$ cat src/rtl/tdc_thermo_encoder.sv
// tdc_thermo_encoder: samples a CARRY4 tap chain, detects first-tap rising edges and emits fine popcount plus coarse count with valid/ready handshake; optional bubble filter via TDC_BUBBLE_FILTER_EN.
module tdc_thermo_encoder #(
  parameter int Ncarry4  = 2,
  parameter int COARSE_W = 16,
  localparam int NTAPS   = 4 * Ncarry4,
  localparam int FINE_W  = $clog2(NTAPS + 1)
) (
  input  logic                clk,
  input  logic                rst,
  input  logic [NTAPS-1:0]    CO,
  input  logic                ready,
  output logic [FINE_W-1:0]   fine,
  output logic [COARSE_W-1:0] coarse,
  output logic                valid,
  output logic                overflow
);
  logic [NTAPS-1:0]    t1_q, t1_d, t2_q, t2_d, filt;
  logic                prev0_q, prev0_d, valid_q, valid_d, overflow_q, overflow_d;
  logic [COARSE_W-1:0] cnt_q, cnt_d, coarse_q, coarse_d;
  logic [FINE_W-1:0]   fine_q, fine_d, pop;
  logic                hit, load;
`ifdef TDC_BUBBLE_FILTER_EN
  always_comb begin
    filt = t2_q;
    for (int i = 1; i < NTAPS - 1; i++)
      filt[i] = (t2_q[i-1] & t2_q[i]) | (t2_q[i-1] & t2_q[i+1]) | (t2_q[i] & t2_q[i+1]);
  end
`else
  assign filt = t2_q;
`endif
  always_comb begin
    pop = '0;
    for (int i = 0; i < NTAPS; i++) pop = pop + FINE_W'(filt[i]);
  end
  assign hit  = t2_q[0] & ~prev0_q;
  assign load = hit & (~valid_q | ready);
  always_comb begin
    t1_d       = CO;
    t2_d       = t1_q;
    prev0_d    = t2_q[0];
    cnt_d      = cnt_q + 1'b1;
    fine_d     = load ? pop : fine_q;
    coarse_d   = load ? cnt_q : coarse_q;
    valid_d    = load ? 1'b1 : (valid_q & ~ready);
    overflow_d = hit & valid_q & ~ready;
  end
  always_ff @(posedge clk) begin
    if (rst) begin
      t1_q       <= '0;
      t2_q       <= '0;
      prev0_q    <= 1'b0;
      cnt_q      <= '0;
      fine_q     <= '0;
      coarse_q   <= '0;
      valid_q    <= 1'b0;
      overflow_q <= 1'b0;
    end else begin
      t1_q       <= t1_d;
      t2_q       <= t2_d;
      prev0_q    <= prev0_d;
      cnt_q      <= cnt_d;
      fine_q     <= fine_d;
      coarse_q   <= coarse_d;
      valid_q    <= valid_d;
      overflow_q <= overflow_d;
    end
  end
  assign fine     = fine_q;
  assign coarse   = coarse_q;
  assign valid    = valid_q;
  assign overflow = overflow_q;
endmodule

$ cat config.mk
export PLATFORM = sky130hd
export DESIGN_NAME = tdc_thermo_encoder
export DESIGN_NICKNAME = d
export VERILOG_FILES = /design/src/rtl/tdc_thermo_encoder.sv
export SDC_FILE = /design/constraint.sdc
export NUM_CORES = 1
export LEC_CHECK = 0
export ABC_AREA = 0
export CAP_MARGIN = 20
export CORE_ASPECT_RATIO = 2
export CORE_MARGIN = 2
export CORE_UTILIZATION = 55
export DETAILED_ROUTE_END_ITERATION = 12
export DONT_BUFFER_PORTS = 1
export PLACE_DENSITY_LB_ADDON = 0.1
export SETUP_SLACK_MARGIN = 0.05
export SYNTH_ARGS = -nofsm -noshare
export SYNTH_HDL_FRONTEND = slang
export SYNTH_SLANG_ARGS = --single-unit
$ cat constraint.sdc
create_clock -name clk -period 5.9 [get_ports clk]
set_input_delay 1.77 -clock clk [delete_from_list [all_inputs] [get_ports clk]]
set_output_delay 1.77 -clock clk [all_outputs]
set_load 0.01 [all_outputs]
**Word-level counts from Yosys, hierarchy flattened**

Index checks and enable logic that the tools add are counted.

- Bitwise logic cells: 9
- Add/sub/neg operators: 8
- Mux-type cells: 1

Operator list:

| kind | number |
|---|---|
| adder 16 x 1 -> 16 bit, second input constant | 1 |
| adder 4 x 1 -> 4 bit | 4 |
| AND 1 bit | 5 |
| adder 3 x 1 -> 4 bit | 1 |
| adder 2 x 1 -> 3 bit | 1 |
| inverter 1 bit | 3 |
| adder 1 x 1 -> 2 bit | 1 |
| two-way mux 1 bit | 1 |
| bitwise OR 1 bit | 1 |

- Word-level logic and storage cells: 26
- Flip-flop bits (word level): 55
- Output and inout bits: 22

**Depth between registers and ports, before layout**

- Word-level depth: 7
- Gate-level depth with buffers: 11
- Depth with buffers taken out: 11

**Least setup slack after synthesis**

Ideal clock, no wire load.

- Kind: register -> register
- Start point: register t2_q[0], in the netlist filt[0]
- End point: register fine_q[2], in the netlist fine[2]
- Path slack: 3.099 ns
- Cell stages (with the launch flop): 12
- Arrival: 2.731 ns
- Setup time: 0.070 ns
- Data required time: 5.830 ns
- Cells stage by stage: dfxtp_1 > fa_1 > inv_1 > fa_1 > fa_1 > inv_1 > ha_1 > inv_1 > fa_1 > xnor2_1 > nand3_1 > a21oi_1

- Word-level cells in the longest chain between the ends: 7

Ends and longest elaborated chain:

| what | RTL line | RTL |
|---|---|---|
| start, declared | 17 | `logic [NTAPS-1:0] t1_q, t1_d, t2_q, t2_d, filt;` |
| start signal, assigned | 59 | `t2_q <= t2_d;` |
| adder 1 x 1 -> 2 bit | 33 | `for (int i = 0; i < NTAPS; i++) pop = pop + FINE_W'(filt[i]);` |
| adder 2 x 1 -> 3 bit | 33 |  |
| adder 3 x 1 -> 4 bit | 33 |  |
| adder 4 x 1 -> 4 bit (4 in series) | 33 |  |
| end signal, assigned | 62 | `fine_q <= fine_d;` |
| end, declared | 20 | `logic [FINE_W-1:0] fine_q, fine_d, pop;` |

Several ways; a longest one is shown, not always the timed one.
A chain may end at the register's enable or synchronous reset.

**Worst setup path after layout**

Same ends and word-level chain as after synthesis.

==> impl_metrics.toml <==
[run_status]
status = "completed"

[cells_and_area]
syn_to_final_growth_pct = 6.30
n_fill_cell = 335
final_cell_mix = "dfxtp_1, a21oi_1, nor2b_1"
final_common_cell = "dfxtp_1"
drive_above_1_share_pct = 7.96
nets = 244
ff_latch_area_um2 = 1100
multi_input_area_um2 = 962
diodes = 0

[yosys]
synth.distinct_cells = 28
syn_nets = 250
ys_seq_area_share_pct = 50.9
synth_area_um2 = 2160
yosysWarnings = 0
syn_avg_cell_area_um2 = 9.37
synth-seq-cells = 55
syn_inst = 231

[drt]
avgRoutedWirePerCell_um = 15.4
drtIter0Drc = 84
drtAntennaViolNets = 0
drc_errors = 0
viasPerCell = 5.92
first_pass_iters = 4
wl_um = 4270
num_vias = 1641

[sta]
period_share_pct = 51.9
hold_viol_final = 0
min_period_ns = 3.06
setup_ws_ns = 2.84
setup-tns-final_ns = 0
fin_skew_ns = 0.0117
drv_slew = 0
setup_viol = 0
fmax_mhz = 326
maxSlewHeadroom_pct = 27.6
rsz0062_at_grt = "no"
worstMarginPinSlew_ns = 1.08

[cts]
cts_tree = "built"
clk_path_buf_depth = 2
numCtsBuffers = 5
htreeDepth = 2
cts-root-buf = "clkbuf_8"
clock_sinks = 55
postCtsSetupBuffers = 0
clkTransAtPathRegs_ns = 0.09
clk_latency_ns = 0.31
cts_resized = 0
cts_hold_buffers = 0

[worst_setup_path]
crit_fanout = 4
cp_data_arrival_time_ns = 3.31
cp-start-kind = "flop"
path_class = "flop to flop"
worstPathRequired_ns = 6.14
end_kind = "flop"
rrSetupSlack_ns = 2.84

[job]
maxCapViolCount = 0

[pwr]
power_density_nw_per_um2 = 291
leakagePower_nw = 0.814
finalPower_mw = 0.669
peakVddDrop_uv = 241

[global_routing]
grt_pass1_wl_um = 7200
grtUsageTotal_pct = 20.4
grt_start_max_net_pins = 60
first_global_vias = 1681
grt-ovfl-total = 0
grt_antenna_before_repair = 0

[floorplanning]
fp.dieW_um = 48.4
die_y_um = 92.7
rows = 32
core_area_um2 = 3800
dieArea_um2 = 4480
num_io_pins = 33
start_util_pct = 56.9

[placed_design]
dp_hpwl_um = 2930
post-place-ws_ns = 2.84
port_buffers = 0
place.gp.congestion = 0.746

[worst_hold_path]
hold_path_class = "flop to flop"
==> routing by layer <==
metal	vias up	track usage (%)	share of wire, %
li1	782	-	-
met1	785	19.5	36
met2	63	39.0	55
met3	11	5.65	6.0
met4	0	9.52	2.8
met5	-	0	0
==> critical path, cell delays in order, from the launching register on <==
cell	delay [ns]
dfxtp_1	0.35
fa_1	0.54
inv_1	0.05
fa_1	0.49
fa_1	0.43
inv_1	0.08
ha_1	0.17
inv_1	0.06
fa_1	0.38
xnor2_1	0.18
nand3_1	0.10
a21oi_1	0.18
==> where the power goes <==
group	leakage [nW]	switching (mW)	total (mW)	internal, mW
combinational	0.305	0.0158	0.0279	0.0121
clock	0.0612	0.117	0.255	0.137
sequential	0.447	0.00649	0.386	0.379
==> path summary, 6_finish.rpt <==
kind,from,endpoint,cells after the start
setup / recovery,filt[0],fine[2],11
hold / removal,t1_q[0],filt[0],1
setup reg to reg,filt[0],fine[2],11
hold reg to reg,t1_q[0],filt[0],1
==> cells in the mapped netlist (all sizes together) <==
| master | count | area, µm² |
|---|---|---|
| dfxtp | 55 | 1100 |
| buf | 3 | 11.3 |
| a311oi | 1 | 8.76 |
| nor4 | 4 | 25.0 |
| o21ai | 22 | 110 |
| a21o | 1 | 7.51 |
| xor2 | 2 | 17.5 |
| nor2 | 9 | 33.8 |
| or3 | 3 | 21.3 |
| ha | 4 | 50.1 |
| o31ai | 4 | 30.0 |
| inv | 13 | 48.8 |
| or4 | 4 | 30.0 |
| nand4 | 5 | 52.6 |
| a21oi | 28 | 140 |
| mux2 | 4 | 45.0 |
| nor3 | 1 | 5.00 |
| nand2b | 2 | 12.5 |
| nand3 | 23 | 120 |
| nand2 | 3 | 11.3 |
| clkbuf | 11 | 41.3 |
| xnor2 | 2 | 17.5 |
| fa | 4 | 80.1 |
| nor2b | 23 | 144 |
==> sequential cells by signal, indices dropped and copies added (netlist names) <==
register / count
filt: 8
valid: 1
overflow: 1
fine: 4
cnt_q: 16
prev0_q: 1
t1_q: 8
coarse: 16
==> stage by stage <==
| stage | cells | hold WS (ns) | cell area [µm²] | utilization [%] |
|---|---|---|---|---|
| after CTS | 277 | 0.448 | 2300 | 60.5 |
| after global placement | 269 | 0.418 | 2180 | 57.4 |
| after global routing | 277 | 0.457 | 2300 | 60.5 |
| final | 277 | 0.443 | 2300 | 60.5 |
| after floorplan | 231 | 0.414 | 2160 | - |
| after detailed placement | 269 | 0.427 | 2180 | 57.4 |
==> cells by family (layout without fill, tap and decap cells) <==
family / Yosys count / after routing / synth area share [%]
AOI/OAI and AO/OA: 56 / 56 / 13.7
xor gates and xnor gates: 4 / 4 / 1.62
adders and majority gates: 8 / 8 / 6.01
buffers and inverters: 27 / 22 / 4.68
DFF: 55 / 55 / 50.9
muxes: 4 / 4 / 2.08
and+or+nand+nor: 77 / 77 / 21.0
==> area by class of cell <==
type,instances,share of cell area [%]
sequential,55,47.9
multi-input combinational,149,41.8
clock buffer,6,3.59
tap,51,2.77
inverter,13,2.12
clock inverter,2,1.52
timing repair buffer,1,0.326
No activity file was read; power rests on OpenSTA's default activity.
